==> config.mk <==
export PLATFORM = sky130hd
export DESIGN_NAME = rs_latch_gated
export DESIGN_NICKNAME = d
export VERILOG_FILES = /design/src/rtl/rs_latch_pkg.sv /design/src/rtl/rs_latch_cell.sv /design/src/rtl/rs_latch_gated.sv
export SDC_FILE = /design/constraint.sdc
export NUM_CORES = 1
export LEC_CHECK = 0
export ABC_AREA = 1
export CORE_AREA = 4 4 41 43
export DETAILED_ROUTE_END_ITERATION = 10
export DIE_AREA = 0 0 45 47
export DONT_BUFFER_PORTS = 1
export PLACE_DENSITY = 0.34
export SETUP_SLACK_MARGIN = 0.1
export SYNTH_ARGS = -nofsm -noshare
export SYNTH_HDL_FRONTEND = slang
export SYNTH_HIERARCHICAL = 1
export SYNTH_SLANG_ARGS = --single-unit
==> constraint.sdc <==
create_clock -name clk -period 0.8 [get_ports clk]
set_input_delay 0.16 -clock clk [delete_from_list [all_inputs] [get_ports clk]]
set_output_delay 0.16 -clock clk [all_outputs]
set_load 0.005 [all_outputs]
==> src/rtl/rs_latch_pkg.sv <==
// Shared constants and next-state helper for the gated set/reset flag bank.
package rs_latch_pkg;

  localparam int POL_HOLD   = 0;
  localparam int POL_SET    = 1;
  localparam int POL_RESET  = 2;
  localparam int POL_TOGGLE = 3;

  localparam int CNT_W = 16;

  // Resolves one bit's next value; s=r=1 is settled by the compile-time policy.
  function automatic logic nextBit(input logic q, input logic s, input logic r,
                                   input int policy);
    logic nxt;
    nxt = q;
    case ({s, r})
      2'b10: nxt = 1'b1;
      2'b01: nxt = 1'b0;
      2'b11: begin
        case (policy)
          POL_SET:    nxt = 1'b1;
          POL_RESET:  nxt = 1'b0;
          POL_TOGGLE: nxt = ~q;
          default:    nxt = q;
        endcase
      end
      default: nxt = q;
    endcase
    return nxt;
  endfunction

endpackage

==> src/rtl/rs_latch_cell.sv <==
// Single gated S/R storage bit; requests only take effect on an enabled clock edge.
module rs_latch_cell
  import rs_latch_pkg::*;
#(
  parameter logic RESET_VALUE    = 1'b0,
  parameter int   INVALID_POLICY = POL_HOLD
) (
  input  logic clk,
  input  logic rst,
  input  logic en,
  input  logic s,
  input  logic r,
  output logic q
);

  logic r_q;

  always_ff @(posedge clk or posedge rst) begin
    if (rst) begin
      r_q <= RESET_VALUE;
    end else if (en) begin
      r_q <= nextBit(r_q, s, r, INVALID_POLICY);
    end
  end

  assign q = r_q;

endmodule

==> src/rtl/rs_latch_gated.sv <==
// Bank of WIDTH gated S/R flags with invalid-input pulse and sticky error.
// Optional invalid-event counter output inv_cnt when RS_LATCH_EVENT_CNT_EN is defined.
module rs_latch_gated
  import rs_latch_pkg::*;
#(
  parameter int               WIDTH          = 1,
  parameter int               INVALID_POLICY = POL_HOLD,
  parameter logic [WIDTH-1:0] RESET_VALUE    = '0
) (
  input  logic             clk,
  input  logic             rst,
  input  logic             en,
  input  logic [WIDTH-1:0] s,
  input  logic [WIDTH-1:0] r,
  output logic [WIDTH-1:0] q,
  output logic [WIDTH-1:0] nq,
  output logic             invalid,
  output logic             err_sticky,
  input  logic             err_clr
`ifdef RS_LATCH_EVENT_CNT_EN
  ,
  output logic [CNT_W-1:0] inv_cnt
`endif
);

  logic [WIDTH-1:0] w_q;
  logic             w_event;
  logic             r_invalid;
  logic             r_err;

  for (genvar i = 0; i < WIDTH; i++) begin : gCell
    rs_latch_cell #(
      .RESET_VALUE   (RESET_VALUE[i]),
      .INVALID_POLICY(INVALID_POLICY)
    ) uCell (
      .clk(clk),
      .rst(rst),
      .en (en),
      .s  (s[i]),
      .r  (r[i]),
      .q  (w_q[i])
    );
  end

  assign w_event = en & (|(s & r));

  // A new event outranks a same-cycle clear so no violation is ever lost.
  always_ff @(posedge clk or posedge rst) begin
    if (rst) begin
      r_invalid <= 1'b0;
      r_err     <= 1'b0;
    end else begin
      r_invalid <= w_event;
      r_err     <= (r_err & ~err_clr) | w_event;
    end
  end

  assign q          = w_q;
  assign nq         = ~w_q;
  assign invalid    = r_invalid;
  assign err_sticky = r_err;

`ifdef RS_LATCH_EVENT_CNT_EN
  logic [CNT_W-1:0] r_cnt;

  always_ff @(posedge clk or posedge rst) begin
    if (rst) begin
      r_cnt <= '0;
    end else if (err_clr) begin
      r_cnt <= {{(CNT_W-1){1'b0}}, w_event};
    end else if (w_event && (r_cnt != {CNT_W{1'b1}})) begin
      r_cnt <= r_cnt + 1'b1;
    end
  end

  assign inv_cnt = r_cnt;
`endif

endmodule

; Word-level counts from Yosys, hierarchy flattened
; Cells that the tools add are included.
[word_totals]
regBits = 3
latchBits = 0
ramBits = 0
mem_bits_ro = 0
input_bits = 6
out_inout_bits = 4
elab_cells = 14
mem_count = 0
[op_classes]
addsub = 0
n_mul = 0
div_mod_pow = 0
order_cmp = 0
n_eq_ne = 2
shift = 0
mux = 1
bitwise_logic = 6
n_reduce_logical = 2
[ops]
columns = cell, n
row1 = $and 1x1->1, 3
row2 = $eq 2x1->1 const B, 1
row3 = $eq 2x2->1 const B, 1
row4 = $not 1->1, 2
row5 = $pmux 1 s2, 1
row6 = $reduce_and 2->1, 1
row7 = $reduce_bool 2->1, 1
row8 = $or 1x1->1, 1

; Logic depth before layout (Yosys ltp)
; Gate-level depths: netlist of the first run.
[logic_depth]
ltp_word = 3
mapped_depth = 6
depth_no_buf = 6

; By module
; Netlist of the first run, hierarchy kept.
[by_module_without_submodules]
columns = module, n_inst, cells_each, area_per_inst_um2, seq_area_each_um2
row1 = rs_latch_gated, 1, 9, 77.6, 50.0
row2 = rs_latch_cell, 1, 10, 68.8, 25.0

; Least setup slack after synthesis of the first run
; Ideal clock, no wire load.
[synth_timing]
path_kind = input-to-reg
from = input port s
to = register gCell[0].uCell.r_q
setup_time_ns = 0.117
arrival_ns = 0.635
required_ns = 0.683
path_slack_ns = 0.048
stages = 6
n_path_buf = 0
cell_sequence = inv_1 ha_1 inv_1 nand2_1 nand2_1 nand2_1
[synth_via]
elab_chain_cells = 3
word_cells_on_any_way = 5
cone_classes = eq/ne: 2 / mux: 1 / reduce/logical: 2
[synth_rtl]
columns = element, line_no
row1 = from (decl), rs_latch_gated.sv:13  ; input logic [WIDTH-1:0] s,
row2 = $eq 2x2->1 or $eq 2x1->1 (tied branches), rs_latch_pkg.sv:16  ; case ({s, r})
row3 = $reduce_bool 2->1 (no source line), --
row4 = $reduce_and 2->1 (no source line), --
row5 = to (signal assigned), rs_latch_cell.sv:22  ; r_q <= nextBit(r_q, s, r, INVALID_POLICY);
row6 = to (decl), rs_latch_cell.sv:16  ; logic r_q;
; Several ways; a longest one is shown, not always the timed one.
; A chain may end at the register's enable or synchronous reset.

; Final worst setup path of the first run
[layout_timing]
from = register gCell[0].uCell.r_q
to = output port nq
[layout_via]
elab_chain_cells = 1
[layout_rtl]
columns = element, line_no
row1 = $not 1->1, rs_latch_gated.sv:59  ; assign nq = ~w_q;
row2 = to (decl), rs_latch_gated.sv:16  ; output logic [WIDTH-1:0] nq,
; Every way passes these cells.

==> flow_summary.toml, run 1 <==
[outcome]
outcome = "finished with violations"
failed_checks = "negative setup slack"

[pwr]
total_power_w = 0.000496
power.share.switching_pct = 24.6
comb_power_share_pct = 9.3
p_sw_w = 0.000122
power_density_nw_per_um2 = 2320
pwr-share-clk_pct = 54.0
seq_power_share_pct = 36.7
p_leak_nw = 0.127
internal_power_w = 0.000374
power.ir.vdd_worst_v = 0.000472

[floorplan]
die_area_sq_um = 2120
die_x_um = 45
die_h_um = 47
floorplan.io_pins = 10
coreArea_sq_um = 1300
start_util_pct = 11.2
core.rowCount = 13

[global_routing]
grt_pass1_wl_um = 607
number_of_global_route_vias_before_repair = 158
grt_antenna_before_repair = 0
grt_start_max_net_pins = 4
grtUsageTotal_pct = 4.83
globalRouteOverflowTotal = 0

[yosys]
syn_nets = 26
post_synth_main_area_contributors = "sky130_fd_sc_hd__dfrtp_1 51%, sky130_fd_sc_hd__inv_1 21%, sky130_fd_sc_hd__nand2_1 13%"
yosys_warnings = 6
netlist_area_sq_um = 146
synth_seq_cells = 3
syn_area_per_cell_sq_um = 7.70
synth.largest_area_cell = "sky130_fd_sc_hd__dfrtp_1"
synth_top_area_share_pct = 51.3
synth_cell_types = 5
synth_seq_area_share_pct = 51.3
synthCells = 19

[route]
initialDrtViolationCount = 1
wl_per_cell_um = 9.95
vias = 127
drt_pass1_iterations = 2
drc = 0
finalWirelength_um = 388
viasPerCell = 3.26
ant_nets = 0

[critical_path]
worst-endpoint-arrival_ps = 710
path_max_fanout = 3
critical-path-max-stage-delay_ps = 400
timing.critical_path.slowest_stage_cell = "sky130_fd_sc_hd__dfrtp_1"
cp.buffers_inverters = 1
crit_path_kind = "flop to output port"
worstSetupStartpointType = "flop"
crit_family = "flip-flops"
worstPathRequired_ps = 640
cell_breakdown_of_the_critical_path = "inv_1"
worstSetupEndpointType = "output port"

[sta]
max_clock_freq_ghz = 1.14
hold_violations = 0
timing.setup.tns_ps = -73.5
finalCritPeriodShare_pct = 109
finalWorstPathRequiredPeriod_ps = 873
worstMarginPinSlew_ps = 126
final_max_slew_viol_count = 0
clock_skew_ps = 0
setup_viol = 1
timing.final.ws_setup_ps = -73.5
max-slew-margin-rel_pct = 91.6
grt_setup_unrepaired = "yes"

[clock_network]
clock_sink_count = 3
max-clock-path-buffers = 2
ctsResizeCount = 0
cts_root_buf = "sky130_fd_sc_hd__clkbuf_4"
worst_skew_pair_later_pin_latency_ps = 230
clkSlewWorstSetupHoldPaths_ps = 40
cts_made_buffers = 3
postCtsSetupBuffers = 0
clock_tree_from_tritoncts = "yes"
cts_htree_levels = 1

[worst_hold_path]
class_of_the_tightest_hold_or_removal_check = "primary input to flop"

[placement]
dp_hpwl_um = 306
place.port_buffers = 0
routability_driven_placement_congestion_ratio = 0.645
place_inst = 34
placedInstanceArea_sq_um = 178
place_worst_setup_slack_ps = 51.0

[layout]
fillCellCount = 154
commonest_non_fill_non_tap_cells_in_the_layout = "7 x sky130_fd_sc_hd__inv_1, 5 x sky130_fd_sc_hd__nand2_1, 3 x sky130_fd_sc_hd__clkbuf_4, 3 x sky130_fd_sc_hd__dfrtp_1, 2 x sky130_fd_sc_hd__nand3_1"
antennaDiodeCount = 0
design_area_sq_um = 214
mostFrequentLayoutCell = "sky130_fd_sc_hd__inv_1"
design.final.nets = 32
layout-drive-gt1-share_pct = 20.8
area_growth_pct = 46.2
layout_cells_excl_fill = 39

[flow_run]
max-cap-violations = 0
==> final timing paths <==
| check | end | from | cells past startpoint | slack [ps] |
|---|---|---|---|---|
| setup / recovery | nq | gCell[0].uCell/q | 1 | -70 |
| hold / removal | gCell[0].uCell/q | en | 2 | 90 |
| setup reg to reg | gCell[0].uCell/q | gCell[0].uCell/q | 2 | 160 |
| hold reg to reg | err_sticky | err_sticky | 2 | 520 |
| max in group asynchronous | err_sticky | rst | 2 | 430 |
| min in group asynchronous | gCell[0].uCell/q | rst | 2 | 250 |
==> routing by layer <==
layer,routed length [um],share of wire [%],GRT usage [%]
met5,0,0,0
met1,161,41,3.89
met2,154,40,5.37
met4,0,0,7.02
met3,72,19,4.98
==> sequential cells by signal (all words and copies together) (netlist names) <==
signal         cells
gCell.uCell/q      1
err_sticky         1
invalid            1
==> synth_stat cells (all sizes together) <==
master,number
nand3,2
ha,1
nand2,5
dfrtp,3
inv,8
==> power groups by stage <==
stage | Clock, W | Combinational [W] | Sequential, W
2_1_floorplan | 0 | 0.0000337 | 0.000180
3_3_place_gp | 0 | 0.0000378 | 0.000184
3_5_place_dp | 0 | 0.0000431 | 0.000184
4_1_cts | 0.000285 | 0.0000473 | 0.000183
5_1_grt | 0.000288 | 0.0000543 | 0.000184
6_report | 0.000268 | 0.0000461 | 0.000182
==> cell type report <==
class,count,area (sq um),share of cell area [%]
clock buffers,4,26.3,12.3
flip-flops and latches,3,75.1,35.1
inverters,8,30.0,14.0
well taps,15,18.8,8.77
multi-input cells,8,53.8,25.1
repair buffers,1,10.0,4.68
==> through the flow <==
step / utilization [%] / hold slack [ps]
3_5_place_dp: 13.7 / -106
6_report: 16.4 / 87.0
5_1_grt: 16.4 / 79.8
3_3_place_gp: 13.7 / -108
2_1_floorplan: - / -111
4_1_cts: 16.4 / 79.0
==> timing repair <==
action	in CTS	in global routing
hold buffers	1	0
endpoints found under the hold margin	3	0
setup endpoints to repair	4	4
==> kinds of logic after synthesis <==
group	count (synthesis)	share of synthesized area (%)
simple gates	7	19.7
buf+inv	8	20.5
fa+ha+maj	1	8.55
flops	3	51.3
Power figures use the tool's default switching activity.
==> run 2: changes to the inputs <==
Settings changed: CORE_AREA 4 4 41 43 to 8 8 45 47, DIE_AREA 0 0 45 47 to 0 0 53 55.
==> flow_summary.toml, run 2 (synthesis results as in run 1) <==
[sta]
max-slew-margin-rel_pct = 88.6
max_clock_freq_ghz = 1.13
worstMarginPinSlew_ps = 171
finalCritPeriodShare_pct = 110
timing.final.ws_setup_ps = -83.2
final_max_slew_viol_count = 0
hold_violations = 0
clock_skew_ps = 0
timing.setup.tns_ps = -89.9
grt_setup_unrepaired = "yes"
finalWorstPathRequiredPeriod_ps = 883
setup_viol = 2

[route]
drt_pass1_iterations = 2
finalWirelength_um = 395
vias = 115
drc = 0
initialDrtViolationCount = 2
ant_nets = 0
wl_per_cell_um = 9.88
viasPerCell = 2.88

[clock_network]
cts_root_buf = "sky130_fd_sc_hd__clkbuf_4"
worst_skew_pair_later_pin_latency_ps = 230
clock_tree_from_tritoncts = "yes"
clkSlewWorstSetupHoldPaths_ps = 40
clock_sink_count = 3
cts_made_buffers = 3
max-clock-path-buffers = 2
cts_htree_levels = 1
postCtsSetupBuffers = 0

[critical_path]
worstSetupEndpointType = "output port"
cp.buffers_inverters = 1
path_max_fanout = 3
worst-path-stages = 1
timing.critical_path.slowest_stage_cell = "sky130_fd_sc_hd__dfrtp_1"
crit_family = "flip-flops"
regToRegSetupSlack_ps = 130
critical-path-max-stage-delay_ps = 420
worst-endpoint-arrival_ps = 720
cell_breakdown_of_the_critical_path = "inv_2"
worstSetupStartpointType = "flop"
crit_path_kind = "flop to output port"
worstPathRequired_ps = 640
r2r.worst_path.cells = 2

[global_routing]
grt_pass1_wl_um = 579
grt_busiest_layer = "met4"
globalRouteOverflowTotal = 0
groute.layer.met3.usage_pct = 2.14
grt_start_max_net_pins = 4
grt.met2_usage_pct = 3.13
number_of_global_route_vias_before_repair = 136
grt_use_met1_pct = 3.36
grt_antenna_before_repair = 0
grtUsageTotal_pct = 3.01

[placement]
place.port_buffers = 0
place_inst = 35
dp_hpwl_um = 325
placedInstanceArea_sq_um = 179
routability_driven_placement_congestion_ratio = 0.660

[pwr]
p_leak_nw = 0.126
power.ir.vdd_worst_v = 0.000231
power_density_nw_per_um2 = 2280

[layout]
design.final.nets = 32
area_growth_pct = 47.0
commonest_non_fill_non_tap_cells_in_the_layout = "6 x sky130_fd_sc_hd__inv_1, 5 x sky130_fd_sc_hd__nand2_1, 3 x sky130_fd_sc_hd__clkbuf_4, 3 x sky130_fd_sc_hd__dfrtp_1"
fillCellCount = 157
design_area_sq_um = 215
layout-drive-gt1-share_pct = 25.0
antennaDiodeCount = 0
layout_cells_excl_fill = 40
mostFrequentLayoutCell = "sky130_fd_sc_hd__inv_1"

[floorplan]
floorplan.io_pins = 10
die_area_sq_um = 2920
core.rowCount = 14
start_util_pct = 10.6
die_h_um = 55
coreArea_sq_um = 1380
die_x_um = 53

[flow_run]
max-cap-violations = 0

[worst_hold_path]
class_of_the_tightest_hold_or_removal_check = "primary input to flop"
holdPathStages = 2

[outcome]
outcome = "finished with violations"
failed_checks = "negative setup slack"
## run 2: repair_timing
item / 4_1_cts / 5_1_grt
hold buffers: 1 / 0
gates resized for setup: 1 / 0
setup endpoints to repair: 4 / 5
pin swaps: 0 / 1
hold endpoints to repair: 3 / 0
## run 2: power by group
part	total (W)	leakage (nW)	switching, W	internal [W]
clock network	0.000259	0.0150	0.0000727	0.000187
logic	0.0000459	0.0726	0.0000262	0.0000197
registers	0.000186	0.0383	0.0000177	0.000168
## run 2: final cells by class
type	instances	area, sq um	share of cell area (%)
well taps	16	20.0	9.30
multi-input cells	8	53.8	25.0
flip-flops and latches	3	75.1	34.9
inverters	8	30.0	14.0
clock buffers	4	26.3	12.2
repair buffers	1	10.0	4.65
## run 2: layer usage
layer	vias up	share of wire [%]
met5	-	0
met4	0	0
met3	0	20
met2	8	37
met1	46	43
li1	61	-
## run 2: path summary, 6_finish.rpt
kind,start,end
worst max register to register,gCell[0].uCell/q,gCell[0].uCell/q
worst max-delay path,gCell[0].uCell/q,nq
min in group asynchronous,rst,gCell[0].uCell/q
worst min register to register,err_sticky,err_sticky
max in group asynchronous,rst,err_sticky
worst min-delay path,en,gCell[0].uCell/q
## run 2: through the flow
| stage | power, W | hold WS, ps | worst slack [ps] | util [%] |
|---|---|---|---|---|
| after CTS | 0.000504 | 75.0 | -98.1 | 15.6 |
| final | 0.000491 | 84.2 | -83.2 | 15.6 |
| after detailed placement | 0.000227 | -107 | 83.4 | 12.9 |
| after global routing | 0.000536 | 76.0 | -132 | 15.6 |
| after floorplan | 0.000214 | -111 | 117 | - |
| after global placement | 0.000225 | -109 | 94.0 | 12.9 |
